===== src/rtl/wb_port_arbiter.sv =====
// Shares the regfile write port between the MEM/WB stream (priority) and an out-of-band long unit.
// Latency: lu bypass is same-cycle; a buffered result drains within STARVE_LIMIT+1 cycles.
// Backpressure: lu_ready drops while the buffer is occupied and not draining; wb_stall freezes MEM/WB.
module wb_port_arbiter #(
    parameter int DATA_WIDTH   = 32,
    parameter int STARVE_LIMIT = 4
) (
    input  logic                  clk,
    input  logic                  rst_n,
    input  logic                  RegWriteW,
    input  logic [4:0]            RdW,
    input  logic [DATA_WIDTH-1:0] ResultW,
    input  logic                  lu_valid,
    input  logic [4:0]            lu_rd,
    input  logic [DATA_WIDTH-1:0] lu_data,
    output logic                  lu_ready,
    output logic                  rf_we,
    output logic [4:0]            rf_rd,
    output logic [DATA_WIDTH-1:0] rf_wd,
    output logic                  wb_stall,
    output logic                  pend_valid,
    output logic [4:0]            pend_rd
);

    typedef enum logic [1:0] {
        ST_EMPTY = 2'd0,
        ST_HELD  = 2'd1,
        ST_FORCE = 2'd2
    } state_e;

    localparam logic [7:0] LIMIT = 8'(STARVE_LIMIT);

    state_e                state_q, state_d;
    logic [4:0]            pend_rd_q, pend_rd_d;
    logic [DATA_WIDTH-1:0] pend_data_q, pend_data_d;
    logic [7:0]            cnt_q, cnt_d;
    logic [7:0]            cnt_inc;

    logic slot_busy;
    logic drain;
    logic kill;
    logic hs;
    logic capture;

    assign wb_stall   = (state_q == ST_FORCE);
    assign pend_valid = (state_q != ST_EMPTY);
    assign pend_rd    = pend_rd_q;

    assign slot_busy = RegWriteW && (RdW != 5'd0) && !wb_stall;
    // The buffer is written whenever the pipeline does not own the port.
    assign drain     = pend_valid && (wb_stall || !slot_busy);
    assign kill      = slot_busy && pend_valid && (RdW == pend_rd_q);
    assign lu_ready  = !pend_valid || drain;
    assign hs        = lu_valid && lu_ready;
    // A same-cycle pipeline write to the same register supersedes the lu result.
    assign capture   = hs && (lu_rd != 5'd0) && (slot_busy || drain)
                       && !(slot_busy && (RdW == lu_rd));
    assign cnt_inc   = (cnt_q == 8'hFF) ? cnt_q : cnt_q + 8'd1;

    always_comb begin
        rf_we = 1'b0;
        rf_rd = 5'd0;
        rf_wd = '0;
        if (wb_stall) begin
            rf_we = 1'b1;
            rf_rd = pend_rd_q;
            rf_wd = pend_data_q;
        end else if (slot_busy) begin
            rf_we = 1'b1;
            rf_rd = RdW;
            rf_wd = ResultW;
        end else if (pend_valid) begin
            rf_we = 1'b1;
            rf_rd = pend_rd_q;
            rf_wd = pend_data_q;
        end else if (hs && (lu_rd != 5'd0)) begin
            rf_we = 1'b1;
            rf_rd = lu_rd;
            rf_wd = lu_data;
        end
        if (!rst_n) begin
            rf_we = 1'b0;
        end
    end

    always_comb begin
        state_d     = state_q;
        pend_rd_d   = pend_rd_q;
        pend_data_d = pend_data_q;
        cnt_d       = cnt_q;
        case (state_q)
            ST_EMPTY: begin
                if (capture) state_d = ST_HELD;
            end
            ST_HELD: begin
                if (drain) begin
                    state_d = capture ? ST_HELD : ST_EMPTY;
                end else if (kill) begin
                    state_d = ST_EMPTY;
                end else begin
                    cnt_d = cnt_inc;
                    if (cnt_inc >= LIMIT) state_d = ST_FORCE;
                end
            end
            ST_FORCE: begin
                state_d = capture ? ST_HELD : ST_EMPTY;
            end
            default: state_d = ST_EMPTY;
        endcase
        if (capture) begin
            pend_rd_d   = lu_rd;
            pend_data_d = lu_data;
            cnt_d       = 8'd0;
        end
    end

    always_ff @(posedge clk or negedge rst_n) begin
        if (!rst_n) begin
            state_q     <= ST_EMPTY;
            pend_rd_q   <= 5'd0;
            pend_data_q <= '0;
            cnt_q       <= 8'd0;
        end else begin
            state_q     <= state_d;
            pend_rd_q   <= pend_rd_d;
            pend_data_q <= pend_data_d;
            cnt_q       <= cnt_d;
        end
    end

endmodule


===== config.mk =====
export PLATFORM = sky130hd
export DESIGN_NAME = wb_port_arbiter
export DESIGN_NICKNAME = d
export VERILOG_FILES = /design/src/rtl/wb_port_arbiter.sv
export SDC_FILE = /design/constraint.sdc
export NUM_CORES = 1
export LEC_CHECK = 0
export ABC_AREA = 1
export BUFFER_PORTS_ARGS = -buffer_cell sky130_fd_sc_hd__buf_2
export CORE_MARGIN = 3
export CORE_UTILIZATION = 45
export CTS_CLUSTER_DIAMETER = 200
export DETAILED_ROUTE_END_ITERATION = 16
export PLACE_DENSITY = 0.77
export SYNTH_ARGS = -nofsm -noshare
export SYNTH_HDL_FRONTEND = slang
export SYNTH_SLANG_ARGS = --single-unit
export TNS_END_PERCENT = 50

===== constraint.sdc =====
create_clock -name clk -period 1.6 [get_ports clk]
set_input_delay 0.08 -clock clk [delete_from_list [all_inputs] [get_ports clk]]
set_output_delay 0.08 -clock clk [all_outputs]
set_load 0.005 [all_outputs]

# ---- Word-level counts from Yosys, hierarchy flattened
# Index checks and enable logic that the tools add are counted.
dict set report word_totals {
  mem_count 0
  latch_bits 0
  reg_bits 47
  mem_bits_rw 0
  out_inout_bits 46
  rom_bits 0
  word_cells 63
  in_bits 78
}
dict set report classes {
  n_lt_le_gt_ge 1
  bitwise_logic 0
  reduce_logical 24
  n_mux 24
  div 0
  mul 0
  addsub 1
  eq_ne 9
  shifts 0
}
# operator n
set op_table {}
lappend op_table {{$mux W32} 4}
lappend op_table {{$mux W8} 5}
lappend op_table {{$mux W5} 4}
lappend op_table {{$eq A5 B5 Y1} 2}
lappend op_table {{$logic_and A1 B1 Y1} 10}
lappend op_table {{$reduce_bool A5 Y1} 2}
lappend op_table {{$add A8 B1 Y8 const B} 1}
lappend op_table {{$eq A8 B8 Y1 const B} 1}
lappend op_table {{$ge A8 B3 Y1 const B} 1}
lappend op_table {{$mux W2} 4}
lappend op_table {{$mux W1} 6}
lappend op_table {{$pmux W2 S3} 1}
lappend op_table {{$logic_not A1 Y1} 4}
lappend op_table {{$ne A2 B1 Y1 const B} 2}
lappend op_table {{$ne A4 B4 Y1 const B} 1}
lappend op_table {{$reduce_bool A2 Y1} 2}
lappend op_table {{$logic_or A1 B1 Y1} 3}
lappend op_table {{$reduce_and A3 Y1} 1}
lappend op_table {{$eq A2 B1 Y1 const B} 1}
lappend op_table {{$eq A2 B2 Y1 const B} 1}
lappend op_table {{$logic_not A2 Y1} 1}
lappend op_table {{$ne A2 B2 Y1 const B} 1}
lappend op_table {{$reduce_and A2 Y1} 1}

# ---- Depth between registers and ports, before layout
# Gate-level depths: netlist (run 1).
dict set report logic_depth {
  depth_word 14
  mapped_depth 11
  ltp_nobuf 11
}

# ---- Worst setup path before layout (run 1)
# Ideal clock, no wire load.
dict set report synth_timing {
  kind {reg2reg}
  start {reg cnt_q[0]}
  end {reg state_q[1]}
  path_buffers 0
  setup_slack_ps 157
  arrival_time_ps 1318
  period_less_slack_ps 1443
  path_stages_with_launch 10
  path_cell_list {dfrtp_1 > ha_1 > nand2_1 > nor2_1 > nand2_1 > nand2_1 > inv_1 > nand3_1 > nor2_1 > a21oi_1}
}
dict set report synth_via {
  elab_chain_len 5
  word_cells_on_any_way 6
  classes_between {add/sub (1); order compare (1); eq/ne (2); mux (1); reduce/logical (1)}
}
# item line
set synth_rtl {}
lappend synth_rtl {{start: declaration} 36} ;# logic [7:0] cnt_q, cnt_d;
lappend synth_rtl {{start signal: assignment} 127} ;# cnt_q <= cnt_d;
lappend synth_rtl {{$add A8 B1 Y8 / $eq A8 B8 Y1 (equally long branches)} 58} ;# assign cnt_inc = (cnt_q == 8'hFF) ? cnt_q : cnt_q + 8'd1;
lappend synth_rtl {{$mux W8 (*)} 58}
lappend synth_rtl {{$ge A8 B3 Y1 (*)} 102} ;# if (cnt_inc >= LIMIT) state_d = ST_FORCE;
lappend synth_rtl {{$ne A4 B4 Y1 (no line) (*)} --}
lappend synth_rtl {{$reduce_and A2 Y1 (no line) (*)} --}
lappend synth_rtl {{end signal: assignment} 124} ;# state_q <= state_d;
lappend synth_rtl {{end: declaration} 33} ;# state_e state_q, state_d;
# Mark *: on every way between the ends. The rest lies on a longest branch, timed or not.
# A chain may end at the register's enable or synchronous reset.

# ---- Worst setup path in the final report (run 1)
dict set report layout_timing {
  start {reg state_q[0]}
  end {out rf_wd[0]}
}
dict set report layout_via {
  elab_chain_len 13
  word_cells_on_any_way 15
  classes_between {eq/ne (1); mux (4); reduce/logical (10)}
}
# item line
set layout_rtl {}
lappend layout_rtl {{$eq A2 B2 Y1} 45} ;# assign wb_stall = (state_q == ST_FORCE);
lappend layout_rtl {{$logic_not A1 Y1} 49} ;# assign slot_busy = RegWriteW && (RdW != 5'd0) && !wb_stall;
lappend layout_rtl {{$logic_and A1 B1 Y1} 49}
lappend layout_rtl {{$logic_not A1 Y1} 51} ;# assign drain = pend_valid && (wb_stall || !slot_busy);
lappend layout_rtl {{$logic_or A1 B1 Y1} 51}
lappend layout_rtl {{$logic_and A1 B1 Y1} 51}
lappend layout_rtl {{$logic_or A1 B1 Y1} 53} ;# assign lu_ready = !pend_valid || drain;
lappend layout_rtl {{$logic_and A1 B1 Y1} 54} ;# assign hs = lu_valid && lu_ready;
lappend layout_rtl {{$logic_and A1 B1 Y1} 76} ;# end else if (hs && (lu_rd != 5'd0)) begin
lappend layout_rtl {{$mux W32} 76}
lappend layout_rtl {{$mux W32} 72} ;# end else if (pend_valid) begin
lappend layout_rtl {{$mux W32} 68} ;# end else if (slot_busy) begin
lappend layout_rtl {{$mux W32 (*)} 64} ;# if (wb_stall) begin
lappend layout_rtl {{end: declaration} 19} ;# output logic [DATA_WIDTH-1:0] rf_wd,
# Marks and branches as above.

==> flow_summary.json, run 1 <==
{
  "status": "finished, violations left",
  "violations": "negative setup slack",
  "required_ps": 1520,
  "synth_top_area_share_pct": 35.2,
  "hold_violations": 0,
  "maxCapViolCount": 0,
  "worstSetupStartpointType": "register",
  "row_count": 30,
  "ys_top_cells_by_area": "dfrtp_1 35%, nand2_1 32%, nand3_1 7.9%",
  "syn_area_um2": 3340,
  "ys.flop_type": "dfrtp_1",
  "yosysMostFrequentCell": "nand2_1",
  "placed_area_um2": 4130,
  "yosys_warnings": 0,
  "power_frac_comb_pct": 59.7,
  "fin_ws_ps": -187,
  "chipHeight_um": 92.1,
  "cts_buffers": 5,
  "die_w_um": 92.1,
  "cts_sinks": 47,
  "synth_area_leader_cell": "dfrtp_1",
  "tightestPinTransition_ps": 599,
  "holdWs_ps": 11.0,
  "routed_via_density": 5.30,
  "num_vias": 4191,
  "gr-total-overflow": 0,
  "drtAntennaViolNets": 0,
  "power.share.sequential_pct": 30.2,
  "grt_usage_pct": 25.1,
  "routed_wl_mm": 11.7,
  "initial_core_util_pct": 47.8,
  "grt_pass1_vias": 3836,
  "p_leak_nw": 2.76,
  "cts_tree": "done",
  "path_clk_slew_ps": 90,
  "ir_worst_vdd_uv": 706,
  "insertion_delay_ps": 310,
  "detailed_place_hpwl_mm": 7.28,
  "netlist_instances": 542,
  "finalCritPeriodShare_pct": 112,
  "r2r_start": "state_q[0]",
  "drt-pass1-iter-count": 5,
  "min_period_ps": 1790,
  "final_area_um2": 4810,
  "rsz0062_at_grt": "true",
  "switching_power_mw": 3.29,
  "ys_async_sr_fraction_pct": 100,
  "grt_pass1_wl_mm": 17.6,
  "endpoint_kind": "primary output",
  "cts_root_buf": "clkbuf_8",
  "nFillCells": 599,
  "finalMaxSlewViolations": 0,
  "rrSetupSlack_ps": -100,
  "power_density_nw_per_um2": 1490,
  "clk_path_buf_depth": 2,
  "rr_endpoint": "cnt_q[5]",
  "max-slew-margin-rel_pct": 60.1,
  "skew_ps": 6.88,
  "layout-drive-gt1-share_pct": 33.7,
  "first_iter_violations": 407,
  "synth_common_cells": "289 x nand2_1, 53 x nand3_1, 47 x dfrtp_1",
  "nNetsFinal": 773,
  "io_pins": 124,
  "syn-num-nets": 621,
  "grt_max_degree": 48,
  "syn-mean-instance-area_um2": 6.16,
  "power.internal_mw": 3.90,
  "power_frac_clock_pct": 10.2,
  "die-area_um2": 8490,
  "arrival_ps": 1710,
  "routedWlPerCell_um": 14.8,
  "ys_ff_latch": 47,
  "drc": 0,
  "crit_type": "reg -> out",
  "portBuffers": 123,
  "finalSetupViolCount": 84,
  "seq_area_frac_synth_pct": 35.2,
  "endpoint": "rf_wd[0]",
  "cp-startpoint": "state_q[0]",
  "htreeDepth": 2,
  "swShare_pct": 45.8,
  "cp_max_fo": 11,
  "place.gp.congestion": 0.904,
  "max_freq_mhz": 560,
  "syn_to_final_growth_pct": 44.2,
  "synth-edff-count": 0,
  "reg2regPathDepth": 8,
  "fp.coreArea_um2": 6980,
  "antenna_cells": 0,
  "min_path_type": "in -> reg",
  "antenna_found_initial": 0,
  "synth_cell_types": 30
}
-- power by group through the flow --
stage                     Combinational [mW]  Sequential [mW]  Clock (mW)
final                                   4.29             2.17       0.733
after global routing                    4.76             2.23       0.783
after CTS                               3.79             2.13       0.741
after detailed placement                3.31             2.13           0
after global placement                  3.20             2.12           0
after floorplan                         2.12             2.05           0
-- kinds of logic after synthesis --
logic type                 Yosys count  share of synthesized area, %
AOI/OAI and AO/OA                   44                          7.42
adders and majority gates            1                         0.375
DFF                                 47                          35.2
and+or+nand+nor                    386                          47.6
buffers and inverters               58                          7.80
xor gates and xnor gates             6                          1.57
-- worst min-delay path by stage --
stage,end,cells after the start,start
after detailed placement,pend_rd[4],2,rst_n
after CTS,pend_data_q[3],3,lu_data[3]
after global routing,pend_data_q[4],3,lu_data[4]
final,pend_data_q[26],3,lu_data[26]
after global placement,pend_rd[4],2,rst_n
after floorplan,cnt_q[0],0,rst_n
-- final cells by class --
class	count	area [um^2]	share of cell area (%)
multi-input combinational	441	2170	45.1
sequential	47	1180	24.5
timing repair buffer	170	1140	23.7
tap	96	120	2.50
inverter	29	116	2.42
clock buffer	6	72.6	1.51
clock inverter	2	12.5	0.260
-- per-layer routing --
metal | up-vias | routed length (um) | track usage (%)
met1 | 1937 | 4620 | 32.3
li1 | 2014 | - | -
met4 | 0 | 194 | 6.44
met2 | 217 | 5950 | 43.5
met3 | 23 | 928 | 4.76
met5 | - | 0 | 0
-- repair_timing --
action | 4_1_cts | 5_1_grt
hold endpoints to repair | 47 | 0
gates cloned | 3 | 4
endpoints found under the setup margin | 49 | 85
setup buffers | 9 | 12
pin swaps | 1 | 4
gates resized for setup | 36 | 42
hold buffers | 1 | 0
-- metrics by stage --
stage / worst slack (ps) / setup TNS (ps) / std cells / total power, mW / utilization (%)
5_1_grt: -291 / -13390 / 791 / 7.77 / 68.9
3_3_place_gp: 9.78 / 0 / 755 / 5.32 / 59.2
3_5_place_dp: -40.3 / -115 / 755 / 5.44 / 59.2
4_1_cts: -148 / -3990 / 776 / 6.66 / 64.5
2_1_floorplan: 157 / 0 / 542 / 4.17 / -
6_report: -187 / -6840 / 791 / 7.19 / 68.9
-- sequential cells by signal (all words and copies together) (netlist names) --
name / cells
pend_rd: 5
pend_data_q: 32
cnt_q: 8
state_q: 2
-- critical path, stage by stage (launching register included) --
cell	delay (ps)
dfrtp_2	460
inv_2	90
nand2_4	70
nor2_4	120
nand2_4	110
buf_6	170
o21ai_1	140
nand2_1	70
nand2_1	50
buf_2	100
-- placed cells by master (no fill, tap or decap), drive strengths merged, types with 2 or more instances in the layout --
cell type | netlist | routed
o21bai | 2 | 2
clkbuf | 12 | 6
nand4 | 4 | 4
o21ai | 33 | 33
clkinv | 1 | 2
nand3 | 56 | 56
a21oi | 2 | 2
dfrtp | 47 | 47
nand2 | 293 | 297
buf | 17 | 169
inv | 28 | 28
nor2 | 30 | 30
xnor2 | 6 | 6
o221ai | 5 | 5
No activity file was read; power rests on OpenSTA's default activity.
==> run 2: changes to the inputs <==
Settings changed: BUFFER_PORTS_ARGS -buffer_cell sky130_fd_sc_hd__buf_2 to unset, CORE_UTILIZATION 45 to 58, DONT_BUFFER_PORTS set to 1, PLACE_DENSITY 0.77 to 0.76.
==> flow_summary.json, run 2 (synthesis gave the netlist of run 1 again) <==
{
  "max-slew-margin-rel_pct": 59.3,
  "nNetsFinal": 683,
  "mostFrequentLayoutCells": "273 x nand2_1, 48 x nand3_1, 46 x dfrtp_1",
  "syn_to_final_growth_pct": 38.2,
  "nFillCells": 288,
  "rsz0062_at_grt": "true",
  "skew_ps": 6.60,
  "insertion_delay_ps": 310,
  "grt_max_degree": 48,
  "power_frac_comb_pct": 57.5,
  "detailed_place_hpwl_mm": 6.38,
  "status": "finished, violations left",
  "row_count": 26,
  "initial_core_util_pct": 62.6,
  "antenna_found_initial": 1,
  "layout-drive-gt1-share_pct": 19.2,
  "crit_type": "reg -> out",
  "worstSetupStartpointType": "register",
  "final_area_um2": 4610,
  "power.share.sequential_pct": 32.0,
  "max_freq_mhz": 566,
  "die-area_um2": 6700,
  "crit_buf_inv": 2,
  "portBuffers": 0,
  "grt_usage_pct": 31.7,
  "cts_root_buf": "clkbuf_8",
  "drtAntennaViolNets": 0,
  "path_cells": "inv_2, nand2_4, nor2_4, nand2_4, buf_12, o21ai_1, nand2_1, nand2_1",
  "hold_violations": 0,
  "crit_slowest_cell": "dfrtp_1",
  "cp_max_fo": 20,
  "first_iter_violations": 493,
  "routed_via_density": 6.17,
  "finalMaxSlewViolations": 0,
  "min_period_ps": 1770,
  "drt-pass1-iter-count": 5,
  "grt_pass1_vias": 3702,
  "die_w_um": 81.9,
  "placed_area_um2": 3510,
  "power_density_nw_per_um2": 1480,
  "fin_ws_ps": -166,
  "cts_buffers": 5,
  "min_path_type": "in -> out",
  "routedWlPerCell_um": 19.1,
  "tightestPinTransition_ps": 608,
  "fp.coreArea_um2": 5340,
  "chipHeight_um": 81.9,
  "gr-total-overflow": 0,
  "ir_worst_vdd_uv": 945,
  "arrival_ps": 1690,
  "maxCapViolCount": 0,
  "cts_sinks": 47,
  "power.internal_mw": 3.55,
  "htreeDepth": 2,
  "cts_tree": "done",
  "p_leak_nw": 2.43,
  "antenna_cells": 0,
  "slowest_delay_ps": 430,
  "io_pins": 124,
  "final_util_pct": 86.4,
  "drc": 0,
  "finalCritPeriodShare_pct": 110,
  "power_mw": 6.83,
  "switching_power_mw": 3.28,
  "regMostFlops": "pend_data_q",
  "largest_reg_flops": 32,
  "path_clk_slew_ps": 80,
  "layout_commonest_cell": "nand2_1",
  "power_frac_clock_pct": 10.5,
  "clk_path_buf_depth": 2,
  "grt_pass1_wl_mm": 16.4,
  "swShare_pct": 48.1,
  "required_ps": 1520,
  "routed_wl_mm": 12.9,
  "finalSetupViolCount": 83,
  "place.gp.congestion": 0.875,
  "violations": "negative setup slack",
  "num_vias": 4162,
  "cp_top_family": "simple AND/OR/NAND/NOR gates",
  "endpoint_kind": "primary output"
}
==> run 2: cell types whose count changed in the layout (fill, tap and decap cells not counted), moves of 12 or more <==
cell,previous run,this run
dlygate4sd3_1,1,38
buf_2,123,0
nand2_1,285,273
nand2_2,2,14
==> run 2: area by class of cell <==
cell class,instances,area (um^2),area share [%]
clock buffer,7,76.3,1.65
clock inverter,1,5.00,0.109
inverter,29,121,2.63
multi-input combinational,441,2220,48.2
sequential,47,1180,25.5
tap,70,87.6,1.90
timing repair buffer,80,923,20.0
==> run 2: worst paths after layout <==
path	end	cells after the start	startpoint	slack (ps)
worst max-delay path	rf_wd[18]	8	state_q[1]	-170
worst min-delay path	lu_ready	1	RegWriteW	250
worst max register to register	pend_data_q[13]	10	state_q[1]	-110
worst min register to register	pend_data_q[1]	2	pend_data_q[1]	480
max in group asynchronous	state_q[0]	2	rst_n	1080
min in group asynchronous	cnt_q[3]	2	rst_n	310
==> run 2: what timing repair did <==
item	4_1_cts	5_1_grt
hold buffers	39	0
gates resized for setup	24	62
buffers inserted	5	7
setup endpoints to repair	39	82
gates cloned	2	8
pin swaps	7	19
endpoints found under the hold margin	84	0
==> run 2: layer usage <==
layer / vias up / part of all wire, % / GRT usage, %
li1: 1841 / - / -
met1: 1927 / 34 / 36.9
met2: 302 / 49 / 58.2
met3: 90 / 10 / 5.92
met4: 2 / 6.6 / 10.5
met5: - / 0.15 / 0
==> run 2: power groups by stage <==
stage | clock [mW] | sequential, mW | combinational, mW
2_1_floorplan | 0 | 2.05 | 2.12
3_3_place_gp | 0 | 2.13 | 2.71
3_5_place_dp | 0 | 2.15 | 2.81
4_1_cts | 0.710 | 2.13 | 3.20
5_1_grt | 0.765 | 2.24 | 4.30
6_report | 0.714 | 2.19 | 3.93
==> run 2: per-stage QoR <==
stage | setup TNS, ps | instances | setup WS, ps | hold WS [ps]
final | -6820 | 675 | -166 | 255
after global routing | -12360 | 675 | -229 | 256
after CTS | -1380 | 662 | -61.3 | 200
after detailed placement | -28.0 | 608 | -25.6 | -214
after global placement | 0 | 608 | 47.2 | -214
after floorplan | 0 | 542 | 157 | -216
==> run 3: changes to the inputs <==
Settings changed: GPL_TIMING_DRIVEN set to 0.
==> flow_summary.json, run 3 (synthesis gave the netlist of run 1 again) <==
{
  "max-slew-margin-rel_pct": 62.1,
  "worstHoldStart": "RegWriteW",
  "nNetsFinal": 689,
  "fp.coreArea_um2": 5340,
  "path_clk_slew_ps": 90,
  "cts_tree": "done",
  "place.gp.congestion": 0.899,
  "clk_path_buf_depth": 2,
  "grt_pass1_vias": 3528,
  "gr-total-overflow": 0,
  "rr_endpoint": "state_q[0]",
  "required_ps": 1520,
  "violations": "negative setup slack",
  "insertion_delay_ps": 300,
  "regMostFlops": "pend_data_q",
  "drtAntennaViolNets": 0,
  "min_period_ps": 1770,
  "io_pins": 124,
  "finalSetupViolCount": 59,
  "pre_cts_slack_ps": -196,
  "row_count": 26,
  "drc": 0,
  "syn_to_final_growth_pct": 36.9,
  "slowest_delay_ps": 440,
  "finalSetupTns_ps": -4740,
  "cts_sinks": 47,
  "endpoint_kind": "primary output",
  "num_vias": 3951,
  "fin_ws_ps": -175,
  "status": "finished, violations left",
  "grt_pass1_wl_mm": 16.3,
  "detailed_place_hpwl_mm": 6.34,
  "first_iter_violations": 431,
  "path_common_cell": "nand2_1",
  "htreeDepth": 2,
  "layout-drive-gt1-share_pct": 21.6,
  "cts_root_buf": "clkbuf_8",
  "die_w_um": 81.9,
  "finalMaxSlewViolations": 0,
  "cp_max_fo": 10,
  "antenna_cells": 0,
  "final_util_pct": 85.6,
  "p_leak_nw": 2.42,
  "skew_ps": 4.90,
  "rsz0062_at_grt": "true",
  "grt_usage_pct": 30.7,
  "largest_reg_flops": 32,
  "finalCritPeriodShare_pct": 111,
  "cts_buffers": 5,
  "routedWlPerCell_um": 16.8,
  "ir_worst_vdd_uv": 967,
  "portBuffers": 0,
  "grt_max_degree": 48,
  "crit_buf_inv": 3,
  "layout_commonest_cell": "nand2_1",
  "min_path_type": "in -> reg",
  "holdPathStages": 6,
  "arrival_ps": 1690,
  "routed_wl_mm": 11.5,
  "r2r_start": "state_q[0]",
  "crit_slowest_cell": "dfrtp_2",
  "routed_via_density": 5.80,
  "drt-pass1-iter-count": 5,
  "die-area_um2": 6700,
  "tightestPinTransition_ps": 568,
  "cp_top_family": "flip-flops",
  "maxCapViolCount": 0,
  "hold_end": "cnt_q[6]",
  "chipHeight_um": 81.9,
  "power_density_nw_per_um2": 1470,
  "hold_violations": 0,
  "initial_core_util_pct": 62.6,
  "crit_type": "reg -> out",
  "max_freq_mhz": 564,
  "antenna_found_initial": 0,
  "path_cells": "inv_2, nand2_4, buf_4, clkbuf_2, nand2_1, o21ai_1, nand2_1, nand2_1",
  "worstSetupStartpointType": "register",
  "rrSetupSlack_ps": -60,
  "reg2regPathDepth": 8,
  "mostFrequentLayoutCells": "257 x nand2_1, 47 x nand3_1, 46 x dfrtp_1"
}
[run 3: final cells by class]
class                      instances  area, um^2
multi-input combinational        437        2140
sequential                        47        1180
fill                             317         766
timing repair buffer              61         656
buffer                            29         299
inverter                          29         114
clock buffer                       8         100
tap                               70        87.6
[run 3: worst max-delay path by stage]
stage / start / to / slack, ps / cells past startpoint
after floorplan: cnt_q[0] / state_q[1] / 160 / 9
after global placement: state_q[0] / rf_wd[13] / -180 / 8
after detailed placement: state_q[0] / rf_wd[13] / -200 / 8
after CTS: state_q[1] / rf_wd[17] / -80 / 8
after global routing: state_q[1] / rf_wd[14] / -220 / 8
final: state_q[0] / rf_wd[13] / -170 / 8
[run 3: where the power goes]
part,leakage (nW),switching [mW],internal (mW)
Combinational,1.78,2.28,1.51
Clock,0.0515,0.409,0.395
Sequential,0.588,0.414,1.73
Total,2.42,3.10,3.63
[run 3: per-layer routing]
metal / global-route usage [%] / wire [um] / vias up
met4: 7.64 / 244 / 0
met2: 52.8 / 5660 / 238
li1: - / - / 1840
met5: 0 / 0 / -
met1: 39.7 / 4510 / 1842
met3: 5.81 / 1040 / 31
[run 3: repair_timing]
action | 4_1_cts | 5_1_grt
hold buffers | 39 | 0
endpoints found under the setup margin | 71 | 84
pin swaps | 13 | 19
gates resized for setup | 69 | 66
cloned | 5 | 1
endpoints found under the hold margin | 84 | 0
setup buffers | 9 | 8
[run 3: per-stage QoR]
stage / std cells / area (um^2) / hold WS, ps / total power, mW
after floorplan: 542 / 3340 / -216 / 4.17
final: 681 / 4570 / 193 / 6.73
after global routing: 681 / 4570 / 237 / 7.22
after CTS: 672 / 4270 / 183 / 6.11
after detailed placement: 612 / 3430 / -214 / 4.75
after global placement: 612 / 3430 / -214 / 4.69
[run 3: worst register-to-register path, delay by kind of cell (launching register included)]
| kind | cells | cell delay (ps) |
|---|---|---|
| buffers and inverters | 3 | 510 |
| DFF | 1 | 460 |
| and+or+nand+nor | 5 | 630 |
